==> src/rtl/vfilter_ntap.sv <==
`default_nettype none
// ============================================================================
// Module : vfilter_ntap
// Vertical FIR stage: TAP_NUMS column pixels in, one rounded and clipped
// pixel out, with centre pass-through, per-beat bypass and valid/ready flow.
// Rev    : 1.0  initial release
// ============================================================================
module vfilter_ntap #(
    parameter int DATA_WIDTH  = 8,
    parameter int TAP_NUMS    = 3,
    parameter int COEFF_WIDTH = 14,
    parameter int COEFF_FRAC  = 12
) (
    input  logic                              clk,
    input  logic                              rst,
    input  logic                              valid_i,
    output logic                              ready_o,
    input  logic                              bypass_i,
    input  logic [TAP_NUMS*DATA_WIDTH-1:0]    data_i,
    input  logic                              coeff_load_i,
    input  logic [TAP_NUMS*COEFF_WIDTH-1:0]   coeff_i,
    output logic                              valid_o,
    input  logic                              ready_i,
    output logic [DATA_WIDTH-1:0]             data_o,
    output logic [DATA_WIDTH-1:0]             center_o,
    output logic                              busy_o,
    output logic                              coeff_err_o
);

    localparam int c_center = TAP_NUMS / 2;
    localparam int c_prod_w = DATA_WIDTH + COEFF_WIDTH + 1;
    localparam int c_sum_w  = c_prod_w + $clog2(TAP_NUMS);
    localparam int c_rnd_w  = c_sum_w + 1;
    localparam int c_res_w  = c_rnd_w - COEFF_FRAC;

    localparam logic [COEFF_WIDTH-1:0] c_unity =
        {{(COEFF_WIDTH-COEFF_FRAC-1){1'b0}}, 1'b1, {COEFF_FRAC{1'b0}}};
    localparam logic [TAP_NUMS-1:0][COEFF_WIDTH-1:0] c_identity =
        (TAP_NUMS*COEFF_WIDTH)'(c_unity) << (c_center*COEFF_WIDTH);
    localparam logic signed [c_rnd_w-1:0] c_half = c_rnd_w'(1) << (COEFF_FRAC-1);

    // Pipeline registers
    logic                                      s0_valid_q,  s0_valid_d;
    logic                                      s0_bypass_q, s0_bypass_d;
    logic [TAP_NUMS-1:0][DATA_WIDTH-1:0]       s0_pix_q,    s0_pix_d;

    logic                                      s1_valid_q,  s1_valid_d;
    logic                                      s1_bypass_q, s1_bypass_d;
    logic [DATA_WIDTH-1:0]                     s1_center_q, s1_center_d;
    logic [TAP_NUMS-1:0][c_prod_w-1:0]         s1_prod_q,   s1_prod_d;

    logic                                      s2_valid_q,  s2_valid_d;
    logic                                      s2_bypass_q, s2_bypass_d;
    logic [DATA_WIDTH-1:0]                     s2_center_q, s2_center_d;
    logic signed [c_sum_w-1:0]                 s2_sum_q,    s2_sum_d;

    logic                                      s3_valid_q,  s3_valid_d;
    logic [DATA_WIDTH-1:0]                     s3_data_q,   s3_data_d;
    logic [DATA_WIDTH-1:0]                     s3_center_q, s3_center_d;

    logic [TAP_NUMS-1:0][COEFF_WIDTH-1:0]      coeff_q,     coeff_d;
    logic                                      coeff_err_q, coeff_err_d;

    // Combinational datapath
    logic                                      en_w;
    logic                                      load_ok_w;
    logic [TAP_NUMS-1:0][c_prod_w-1:0]         prod_w;
    logic signed [c_sum_w-1:0]                 sum_w;
    logic signed [c_rnd_w-1:0]                 rnd_w;
    logic signed [c_res_w-1:0]                 res_w;
    logic [DATA_WIDTH-1:0]                     clip_w;

    assign en_w      = !s3_valid_q || ready_i;
    assign ready_o   = en_w;
    assign busy_o    = s0_valid_q | s1_valid_q | s2_valid_q | s3_valid_q;
    assign load_ok_w = !busy_o && !(valid_i && ready_o);

    assign valid_o     = s3_valid_q;
    assign data_o      = s3_data_q;
    assign center_o    = s3_center_q;
    assign coeff_err_o = coeff_err_q;

    // Operands are widened to the full product width so the signed multiply
    // is exact and needs no sizing rules from the surrounding context.
    genvar k;
    generate
        for (k = 0; k < TAP_NUMS; k++) begin : g_tap
            logic signed [c_prod_w-1:0] pix_ext;
            logic signed [c_prod_w-1:0] coef_ext;
            assign pix_ext   = {{(c_prod_w-DATA_WIDTH){1'b0}}, s0_pix_q[k]};
            assign coef_ext  = {{(c_prod_w-COEFF_WIDTH){coeff_q[k][COEFF_WIDTH-1]}}, coeff_q[k]};
            assign prod_w[k] = pix_ext * coef_ext;
        end
    endgenerate

    always_comb begin
        sum_w = '0;
        for (int i = 0; i < TAP_NUMS; i++) begin
            sum_w = sum_w + {{(c_sum_w-c_prod_w){s1_prod_q[i][c_prod_w-1]}}, s1_prod_q[i]};
        end
    end

    // One guard bit keeps the rounding add from wrapping at the sum extremes.
    assign rnd_w = {s2_sum_q[c_sum_w-1], s2_sum_q} + c_half;
    assign res_w = c_res_w'(rnd_w >>> COEFF_FRAC);

    always_comb begin
        if (res_w[c_res_w-1]) begin
            clip_w = '0;
        end else if (|res_w[c_res_w-2:DATA_WIDTH]) begin
            clip_w = '1;
        end else begin
            clip_w = res_w[DATA_WIDTH-1:0];
        end
    end

    always_comb begin
        s0_valid_d  = s0_valid_q;
        s0_bypass_d = s0_bypass_q;
        s0_pix_d    = s0_pix_q;
        s1_valid_d  = s1_valid_q;
        s1_bypass_d = s1_bypass_q;
        s1_center_d = s1_center_q;
        s1_prod_d   = s1_prod_q;
        s2_valid_d  = s2_valid_q;
        s2_bypass_d = s2_bypass_q;
        s2_center_d = s2_center_q;
        s2_sum_d    = s2_sum_q;
        s3_valid_d  = s3_valid_q;
        s3_data_d   = s3_data_q;
        s3_center_d = s3_center_q;
        coeff_d     = coeff_q;
        coeff_err_d = coeff_err_q;

        if (en_w) begin
            s0_valid_d  = valid_i;
            s0_bypass_d = bypass_i;
            s0_pix_d    = data_i;

            s1_valid_d  = s0_valid_q;
            s1_bypass_d = s0_bypass_q;
            s1_center_d = s0_pix_q[c_center];
            s1_prod_d   = prod_w;

            s2_valid_d  = s1_valid_q;
            s2_bypass_d = s1_bypass_q;
            s2_center_d = s1_center_q;
            s2_sum_d    = sum_w;

            s3_valid_d  = s2_valid_q;
            s3_data_d   = s2_bypass_q ? s2_center_q : clip_w;
            s3_center_d = s2_center_q;
        end

        // Coefficients only change with the pipeline empty, so every beat
        // sees one consistent set from S0 through S1.
        if (coeff_load_i) begin
            if (load_ok_w) begin
                coeff_d = coeff_i;
            end else begin
                coeff_err_d = 1'b1;
            end
        end
    end

    always_ff @(posedge clk or posedge rst) begin
        if (rst) begin
            s0_valid_q  <= 1'b0;
            s0_bypass_q <= 1'b0;
            s0_pix_q    <= '0;
            s1_valid_q  <= 1'b0;
            s1_bypass_q <= 1'b0;
            s1_center_q <= '0;
            s1_prod_q   <= '0;
            s2_valid_q  <= 1'b0;
            s2_bypass_q <= 1'b0;
            s2_center_q <= '0;
            s2_sum_q    <= '0;
            s3_valid_q  <= 1'b0;
            s3_data_q   <= '0;
            s3_center_q <= '0;
            coeff_q     <= c_identity;
            coeff_err_q <= 1'b0;
        end else begin
            s0_valid_q  <= s0_valid_d;
            s0_bypass_q <= s0_bypass_d;
            s0_pix_q    <= s0_pix_d;
            s1_valid_q  <= s1_valid_d;
            s1_bypass_q <= s1_bypass_d;
            s1_center_q <= s1_center_d;
            s1_prod_q   <= s1_prod_d;
            s2_valid_q  <= s2_valid_d;
            s2_bypass_q <= s2_bypass_d;
            s2_center_q <= s2_center_d;
            s2_sum_q    <= s2_sum_d;
            s3_valid_q  <= s3_valid_d;
            s3_data_q   <= s3_data_d;
            s3_center_q <= s3_center_d;
            coeff_q     <= coeff_d;
            coeff_err_q <= coeff_err_d;
        end
    end

endmodule
`default_nettype wire

==> config.mk <==
export PLATFORM = sky130hd
export DESIGN_NAME = vfilter_ntap
export DESIGN_NICKNAME = d
export VERILOG_FILES = /design/src/rtl/vfilter_ntap.sv
export SDC_FILE = /design/constraint.sdc
export NUM_CORES = 1
export LEC_CHECK = 0
export ABC_AREA = 0
export CAP_MARGIN = 0
export CORE_ASPECT_RATIO = 1.2
export CORE_MARGIN = 10
export CORE_UTILIZATION = 63
export DETAILED_ROUTE_END_ITERATION = 8
export PLACE_DENSITY = 0.83
export REMOVE_ABC_BUFFERS = 1
export SLEW_MARGIN = 20
export SYNTH_ARGS = -nofsm -noshare
export SYNTH_HDL_FRONTEND = slang
export SYNTH_SLANG_ARGS = --single-unit
==> constraint.sdc <==
create_clock -name clk -period 7.6 [get_ports clk]
set_input_delay 1.52 -clock clk [delete_from_list [all_inputs] [get_ports clk]]
set_output_delay 1.52 -clock clk [all_outputs]
set_load 0.01 [all_outputs]
# Yosys cells after proc, flatten, opt, wreduce, memory -nomap -nowiden
# Cells that the tools add are included.
[classes]
n_addsub = 3
multipliers = 3
mux = 3
n_bitwise = 4
n_reduce_logical = 9
[op_table]
columns = ["op", "count"]
rows = [
  ["$mul 9x14->23", 3],
  ["$add 25x13->26 const B", 1],
  ["$add 24x23->25", 1],
  ["$add 23x23->24", 1],
  ["$mux 8", 3],
  ["$reduce_or 5->1", 1],
  ["$reduce_and 2->1", 2],
  ["$logic_not 1->1", 3],
  ["$or 1x1->1", 3],
  ["$logic_and 1x1->1", 2],
  ["$logic_or 1x1->1", 1],
  ["$not 1->1", 1],
]
[totals]
register_bits = 200
inputBits = 72
output_inout_bits = 20

# Depth between registers and ports, before layout
# Gate-level depths: netlist of run 1.
[depth]
word_depth = 7
depth_mapped = 20

# Worst setup path after synthesis of run 1
# Ideal clock, no wire load.
[synth_path]
kind = "reg2reg"
from = "register s0_pix_q (netlist bit g_tap[1].pix_ext[0])"
to = "register s1_prod_q[42] (netlist bit)"
t_arrival_ns = 4.635
required_time_ns = 7.463
slack_ns = 2.828
stages_incl_launch_ff = 18
synth_period_minus_slack_ns = 4.772
cell_sequence = "dfrtp_1 -> clkbuf_1 -> nand2_1 -> fa_1 -> inv_1 -> fa_1 -> fa_1 -> inv_1 -> fa_1 -> inv_1 -> ha_1 -> a21o_1 -> a211o_1 -> o211ai_1 -> a21oi_1 -> o21a_1 -> a2111oi_0 -> nor3b_1"
[synth_via]
elab_chain_len = 1
[synth_rtl]
columns = ["item", "line_no", "source"]
rows = [
  ["from (decl)", "45", "logic [TAP_NUMS-1:0][DATA_WIDTH-1:0] s0_pix_q, s0_pix_d;"],
  ["from (signal assigned)", "187", "s0_pix_q <= s0_pix_d;"],
  ["$mul 9x14->23", "92", "assign prod_w[k] = pix_ext * coef_ext;"],
  ["to (signal assigned)", "191", "s1_prod_q <= s1_prod_d;"],
  ["to (decl)", "50", "logic [TAP_NUMS-1:0][c_prod_w-1:0] s1_prod_q, s1_prod_d;"],
]
# No other way between the ends.
# A chain may end at the register's enable or synchronous reset.

# Worst setup path in the final report of run 1
[layout_path]
from = "register s0_pix_q (netlist bit g_tap[2].pix_ext[0])"
to = "register s1_prod_q[65] (netlist bit)"
# Same word-level chain as after synthesis.

==> flow_metrics.env, run 1 <==
export IMPL_worst_endpoint_arrival_ps=5530
export IMPL_synth_warnings=0
export IMPL_finClkSkew_ps=16.29
export IMPL_gpl_final_weighted_congestion=0.9178
export IMPL_sequential_share_of_the_synthesized_area_pct=22.46
export IMPL_number_of_antenna_violations_at_the_first_check_in_global_routing=0
export IMPL_timing_critical_path_slowest_cell_delay_ps=680
export IMPL_slew_headroom_pct=34.87
export IMPL_post_dp_hpwl_microns=35380
export IMPL_final_util_pct=69.22
export IMPL_syn_inst=2349
export IMPL_wirelength_microns=45220
export IMPL_fraction_of_synthesis_flops_using_an_asynchronous_set_or_reset_pin_pct=100.0
export IMPL_clkSlewWorstSetupHoldPaths_ps=90
export IMPL_clockRootBuffer="sky130_fd_sc_hd__clkbuf_16"
export IMPL_place_area_sq_mm=0.02224
export IMPL_io_pins=92
export IMPL_route_vias_total=15680
export IMPL_clkLatencyLatePin_ps=470
export IMPL_globalRoute_busiestLayer="met2"
export IMPL_pin_count_of_the_biggest_net_entering_global_routing=115
export IMPL_tightest_slew_ps=976.9
export IMPL_cts_htree_levels=4
export IMPL_hold_viol=0
export IMPL_gr_util_met1_pct=27.87
export IMPL_path_buf_inv=3
export IMPL_cp_slowest_cell="sky130_fd_sc_hd__dfrtp_1"
export IMPL_cts_inserted_buffers=17
export IMPL_total_standard_cell_area_after_synthesis_sq_mm=0.02106
export IMPL_final_cell_count_no_fill=2834
export IMPL_total_number_of_clock_tree_sinks=189
export IMPL_grt_first_pass_wirelength_microns=78340
export IMPL_critical_path_cell_chain="nand2_1 > fa_1 > inv_1 > fa_1 > fa_1 > inv_1 > fa_1 > inv_1 > ha_1 > a2111oi_0 > o21ai_1 > a41oi_2 > o21ai_0 > nor2_1 > nor4b_1 > a211o_1"
export IMPL_tritoncts="built"
export IMPL_post_synth_top_area_fraction_pct=27.76
export IMPL_final_layout_size_suffix_gt1_share_pct=4.069
export IMPL_synth_main_ff_cell="sky130_fd_sc_hd__dfrtp_1"
export IMPL_finalSetupViolations=0
export IMPL_final_max_slew_violation_count=0
export IMPL_run_status="finished, final reports clean"
export IMPL_final_nets=2897
export IMPL_die_area_sq_mm=0.04117
export IMPL_gr_usage_all_layers_pct=22.97
export IMPL_synth_top_area_cell="sky130_fd_sc_hd__fa_1"
export IMPL_post_syn_area_per_cell_sq_um=8.965
export IMPL_globalRouteMet2Util_pct=41.45
export IMPL_synth_enable_flop_cells=0
export IMPL_grt_met3_usage_pct=2.866
export IMPL_max_cap_violations=0
export IMPL_crit_path_end_kind="flop"
export IMPL_initialDrtViolationCount=906
export IMPL_drtPass1Iterations=7
export IMPL_drt_drc_violations_left=0
export IMPL_critPathKind="flop to flop"
export IMPL_cpLargestDelayFamily="adder cells"
export IMPL_global_route_overflow_total=0
export IMPL_rsz0062_at_grt="no"
export IMPL_first_global_vias=16490
export IMPL_wl_per_cell_microns=15.96
export IMPL_vias_per_cell=5.534
export IMPL_io_buffers=91
export IMPL_min_period_ps=5163
export IMPL_die_h_microns=220.3
export IMPL_worstPathRequired_ps=7970
export IMPL_worst_hold_slack_ps=466.7
export IMPL_die_w_microns=186.9
export IMPL_yosys_cell_count_top_type="sky130_fd_sc_hd__nand2_1"
export IMPL_postCtsSetupRepairBufs=0
export IMPL_placed_cells_incl_taps=2801
export IMPL_achievable_frequency_ghz=0.1937
export IMPL_synth_seq_cells=189
export IMPL_finalInstanceArea_sq_mm=0.02289
export IMPL_post_cts_hold_fix_bufs=0
export IMPL_hold_class="flop to flop"
export IMPL_drtAntennaViolNets=0
export IMPL_critical_path_most_common_cell="sky130_fd_sc_hd__fa_1"
export IMPL_path_max_fanout=15
export IMPL_post_route_period_util_pct=67.94
export IMPL_fp_row_count=73
export IMPL_coreArea_sq_mm=0.03306
export IMPL_synth_common_cells="457 x sky130_fd_sc_hd__nand2_1, 441 x sky130_fd_sc_hd__inv_1, 292 x sky130_fd_sc_hd__fa_1, 188 x sky130_fd_sc_hd__dfrtp_1, 162 x sky130_fd_sc_hd__ha_1"
export IMPL_cells_taking_the_most_area_after_synthesis="sky130_fd_sc_hd__fa_1 28%, sky130_fd_sc_hd__dfrtp_1 22%, sky130_fd_sc_hd__ha_1 9.6%, sky130_fd_sc_hd__nand2_1 8.1%, sky130_fd_sc_hd__inv_1 7.9%"
export IMPL_worst_setup_path_start_kind="flop"
export IMPL_cts_repair_resized=0
export IMPL_diodes=0
export IMPL_flow_area_growth_from_synthesis_pct=8.674
export IMPL_initial_core_util_pct=63.69
export IMPL_post_synth_num_cell_types=64
export IMPL_max_clock_path_buffers=2
==> metal layers <==
layer / share of wire [%] / vias to the layer above
met5: 0 / -
met4: 2.7 / 0
met3: 3.8 / 82
met2: 53 / 353
met1: 41 / 7908
li1: - / 7341
==> sequential cells by signal, summed over array words and instances (netlist names) <==
signal / flops
s1_prod_q: 69
coeff_q: 42
g_tap.pix_ext: 24
s2_sum_q: 14
center_o: 8
data_o: 8
s1_center_q: 8
s2_center_q: 8
coeff_err_o: 1
s0_bypass_q: 1
s0_valid_q: 1
s1_bypass_q: 1
s1_valid_q: 1
s2_bypass_q: 1
s2_valid_q: 1
valid_o: 1
==> logic make-up after synthesis <==
| group | count (synthesis) | share of synthesized area [%] |
|---|---|---|
| flip-flops | 189 | 22.46 |
| AND/OR/NAND/NOR | 791 | 17.29 |
| adder cells (fa/ha/maj) | 454 | 37.38 |
| multiplexers | 44 | 2.341 |
| AO/OA/AOI/OAI | 270 | 8.229 |
| buffers and inverters | 535 | 9.548 |
| XOR/XNOR | 66 | 2.745 |
==> cell type report <==
cell class	count	area, sq um
multi-input cells	1625	14330
clock inverters	14	183.9
inverters	441	1665
flip-flops and latches	189	4731
well taps	450	563.0
repair buffers	97	975.9
clock buffers	18	439.2
fillers	2549	10180
==> worst register-to-register path, delay by kind of cell, from the launching register on <==
kind / cells / cell delay [ps]
AOI/OAI and AO/OA: 5 / 1490
adders and majority gates: 5 / 2390
buffers and inverters: 3 / 140
DFF: 1 / 680
and+or+nand+nor: 3 / 400
==> cell usage in the layout (no fill, tap or decap), drive strengths merged, types with 67 or more instances in the layout <==
| cell | n |
|---|---|
| nor2 | 67 |
| ha | 162 |
| and2 | 155 |
| a21oi | 82 |
| dfrtp | 188 |
| o21ai | 71 |
| fa | 292 |
| clkdlybuf4s50 | 91 |
| inv | 448 |
| nand2 | 457 |
==> per-stage QoR <==
step,setup WS (ps),setup TNS (ps)
finish,2437,0
global placement,2573,0
detailed placement,2433,0
floorplan,-5819,-791280
CTS,2450,0
global route,2047,0
==> final timing paths <==
path | startpoint | to | cells after the start | slack, ps
setup / recovery | g_tap[2].pix_ext[0]$_DFFE_PP0N_ | s1_prod_q[65]$_DFFE_PP0N_ | 16 | 2440
hold / removal | center_o[3]$_DFFE_PP0N_ | center_o[3]$_DFFE_PP0N_ | 2 | 470
setup reg to reg | g_tap[2].pix_ext[0]$_DFFE_PP0N_ | s1_prod_q[65]$_DFFE_PP0N_ | 16 | 2440
hold reg to reg | center_o[3]$_DFFE_PP0N_ | center_o[3]$_DFFE_PP0N_ | 2 | 470
max in group asynchronous | rst | coeff_q[35]$_DFFE_PP0P_ | 4 | 4790
min in group asynchronous | rst | s2_bypass_q$_DFFE_PP0N_ | 2 | 1610
Power of run 1 is not shown: default switching activity piles up to over one toggle a cycle in this logic, so the estimate is an artifact.
==> inputs of run 2 (changes only) <==
CORE_UTILIZATION = 57   (was 63)
PLACE_DENSITY = 0.8   (was 0.83)
clock period = 4.3 ns   (was 7.6 ns; I/O delays follow)
==> flow_metrics.env, run 2 (same netlist as run 1, synthesis figures left out) <==
export IMPL_min_period_ps=5112
export IMPL_final_layout_size_suffix_gt1_share_pct=27.86
export IMPL_clockRootBuffer="sky130_fd_sc_hd__clkbuf_16"
export IMPL_total_number_of_clock_tree_sinks=189
export IMPL_vias_per_cell=5.724
export IMPL_largest_reg_flops=69
export IMPL_reg2reg_from="g_tap[1].pix_ext[2]$_DFFE_PP0N_"
export IMPL_route_vias_total=18410
export IMPL_post_cts_hold_fix_bufs=0
export IMPL_wl_per_cell_microns=19.47
export IMPL_post_dp_hpwl_microns=38580
export IMPL_cts_inserted_buffers=17
export IMPL_layout_cells_most_common="sky130_fd_sc_hd__nand2_1"
export IMPL_most_common_layout_cells="412 x sky130_fd_sc_hd__nand2_1, 386 x sky130_fd_sc_hd__inv_1, 272 x sky130_fd_sc_hd__buf_4, 271 x sky130_fd_sc_hd__fa_1, 150 x sky130_fd_sc_hd__dfrtp_1"
export IMPL_path_max_fanout=5
export IMPL_tightest_slew_ps=780.4
export IMPL_first_global_vias=19160
export IMPL_final_setup_worst_slack_ps=-812.3
export IMPL_worst_hold_slack_ps=463.1
export IMPL_global_route_overflow_total=0
export IMPL_achievable_frequency_ghz=0.1956
export IMPL_critPathKind="flop to flop"
export IMPL_gpl_final_weighted_congestion=0.9244
export IMPL_clkSlewWorstSetupHoldPaths_ps=90
export IMPL_violations="setup timing"
export IMPL_hold_class="flop to flop"
export IMPL_worstPathRequired_ps=4630
export IMPL_drtAntennaViolNets=0
export IMPL_finalSetupViolations=36
export IMPL_max_cap_violations=0
export IMPL_diodes=0
export IMPL_die_area_sq_mm=0.04507
export IMPL_io_pins=92
export IMPL_max_clock_path_buffers=2
export IMPL_gr_usage_all_layers_pct=24.49
export IMPL_run_status="complete, but fails checks"
export IMPL_worst_endpoint_arrival_ps=5440
export IMPL_initial_core_util_pct=57.37
export IMPL_flow_area_growth_from_synthesis_pct=30.41
export IMPL_rsz0062_at_grt="yes"
export IMPL_cts_htree_levels=4
export IMPL_wirelength_microns=62630
export IMPL_max_flop_register="s1_prod_q"
export IMPL_drtPass1Iterations=7
export IMPL_crit_path_end_kind="flop"
export IMPL_coreArea_sq_mm=0.03671
export IMPL_die_w_microns=195.5
export IMPL_pin_count_of_the_biggest_net_entering_global_routing=161
export IMPL_finClkSkew_ps=14.75
export IMPL_grt_first_pass_wirelength_microns=91460
export IMPL_final_max_slew_violation_count=0
export IMPL_slew_headroom_pct=47.98
export IMPL_tritoncts="built"
export IMPL_min_delay_start="center_o[2]$_DFFE_PP0N_"
export IMPL_post_route_period_util_pct=118.9
export IMPL_worst_setup_path_start_kind="flop"
export IMPL_fp_row_count=77
export IMPL_drt_drc_violations_left=0
export IMPL_initialDrtViolationCount=1492
export IMPL_layout_filler_cells=2215
export IMPL_io_buffers=91
export IMPL_number_of_antenna_violations_at_the_first_check_in_global_routing=0
export IMPL_hold_viol=0
export IMPL_final_nets=3255
export IMPL_clkLatencyLatePin_ps=490
export IMPL_dpl_worst_slack_ps=-548.8
export IMPL_die_h_microns=230.6
export IMPL_critical_path_startpoint="g_tap[1].pix_ext[2]$_DFFE_PP0N_"
-- run 2: final cells by class --
type	count	area (sq um)	share of cell area, %
timing repair buffer	455	4041	14.72
tap	474	593.1	2.160
inverter	441	1665	6.064
multi-input combinational	1625	15780	57.47
clock inverter	13	160.2	0.5832
clock buffer	19	442.9	1.613
sequential	189	4778	17.40
-- run 2: routing by layer --
layer  track usage [%]  routed length, microns  vias to the layer above  share of wire [%]
met1             28.04                   22210                     9194                 35
met4             12.02                    3844                        0                6.1
met2             44.14                   32840                      881                 52
met5                 0                       0                        -                  0
li1                  -                       -                     8032                  -
met3             3.146                    3729                      301                6.0
-- run 2: timing repair --
action	CTS	global route
gates resized for setup	293	201
pin swaps	158	174
setup endpoints to repair	37	40
buffers inserted	78	45
-- run 2: critical path, cell delays in order, from the launching register on --
cell and delay (ps):
sky130_fd_sc_hd__dfrtp_2 430, sky130_fd_sc_hd__buf_6 130, sky130_fd_sc_hd__buf_6 110, sky130_fd_sc_hd__nand2_1 70, sky130_fd_sc_hd__fa_1 540, sky130_fd_sc_hd__inv_1 110
sky130_fd_sc_hd__fa_1 540, sky130_fd_sc_hd__fa_1 570, sky130_fd_sc_hd__inv_2 70, sky130_fd_sc_hd__fa_1 490, sky130_fd_sc_hd__inv_2 50, sky130_fd_sc_hd__ha_4 260
sky130_fd_sc_hd__nand4_1 200, sky130_fd_sc_hd__nor2_1 250, sky130_fd_sc_hd__o31a_1 290, sky130_fd_sc_hd__o311ai_4 130, sky130_fd_sc_hd__buf_4 160, sky130_fd_sc_hd__buf_4 140
sky130_fd_sc_hd__o21ai_4 140, sky130_fd_sc_hd__xnor2_2 140, sky130_fd_sc_hd__a21oi_1 110
-- run 2: worst paths after layout --
path / to / depth (start not counted) / slack (ps)
max: s1_prod_q[45]$_DFFE_PP0N_ / 20 / -810
min: center_o[2]$_DFFE_PP0N_ / 2 / 460
max reg2reg: s1_prod_q[45]$_DFFE_PP0N_ / 20 / -810
min reg2reg: center_o[2]$_DFFE_PP0N_ / 2 / 460
max in group asynchronous: g_tap[0].pix_ext[2]$_DFFE_PP0N_ / 3 / 2500
min in group asynchronous: center_o[2]$_DFFE_PP0N_ / 2 / 870
-- run 2: through the flow --
stage | TNS (ps) | util, % | area, sq um | std cells
after floorplan | -1604120 | - | 20700 | 2255
after global placement | -8186 | 65.73 | 24130 | 3068
after detailed placement | -12300 | 65.73 | 24130 | 3068
after CTS | -3326 | 71.85 | 26380 | 3176
after global routing | -16820 | 74.82 | 27460 | 3216
final | -12080 | 74.82 | 27460 | 3216
Power of run 2 is left out for the same reason.
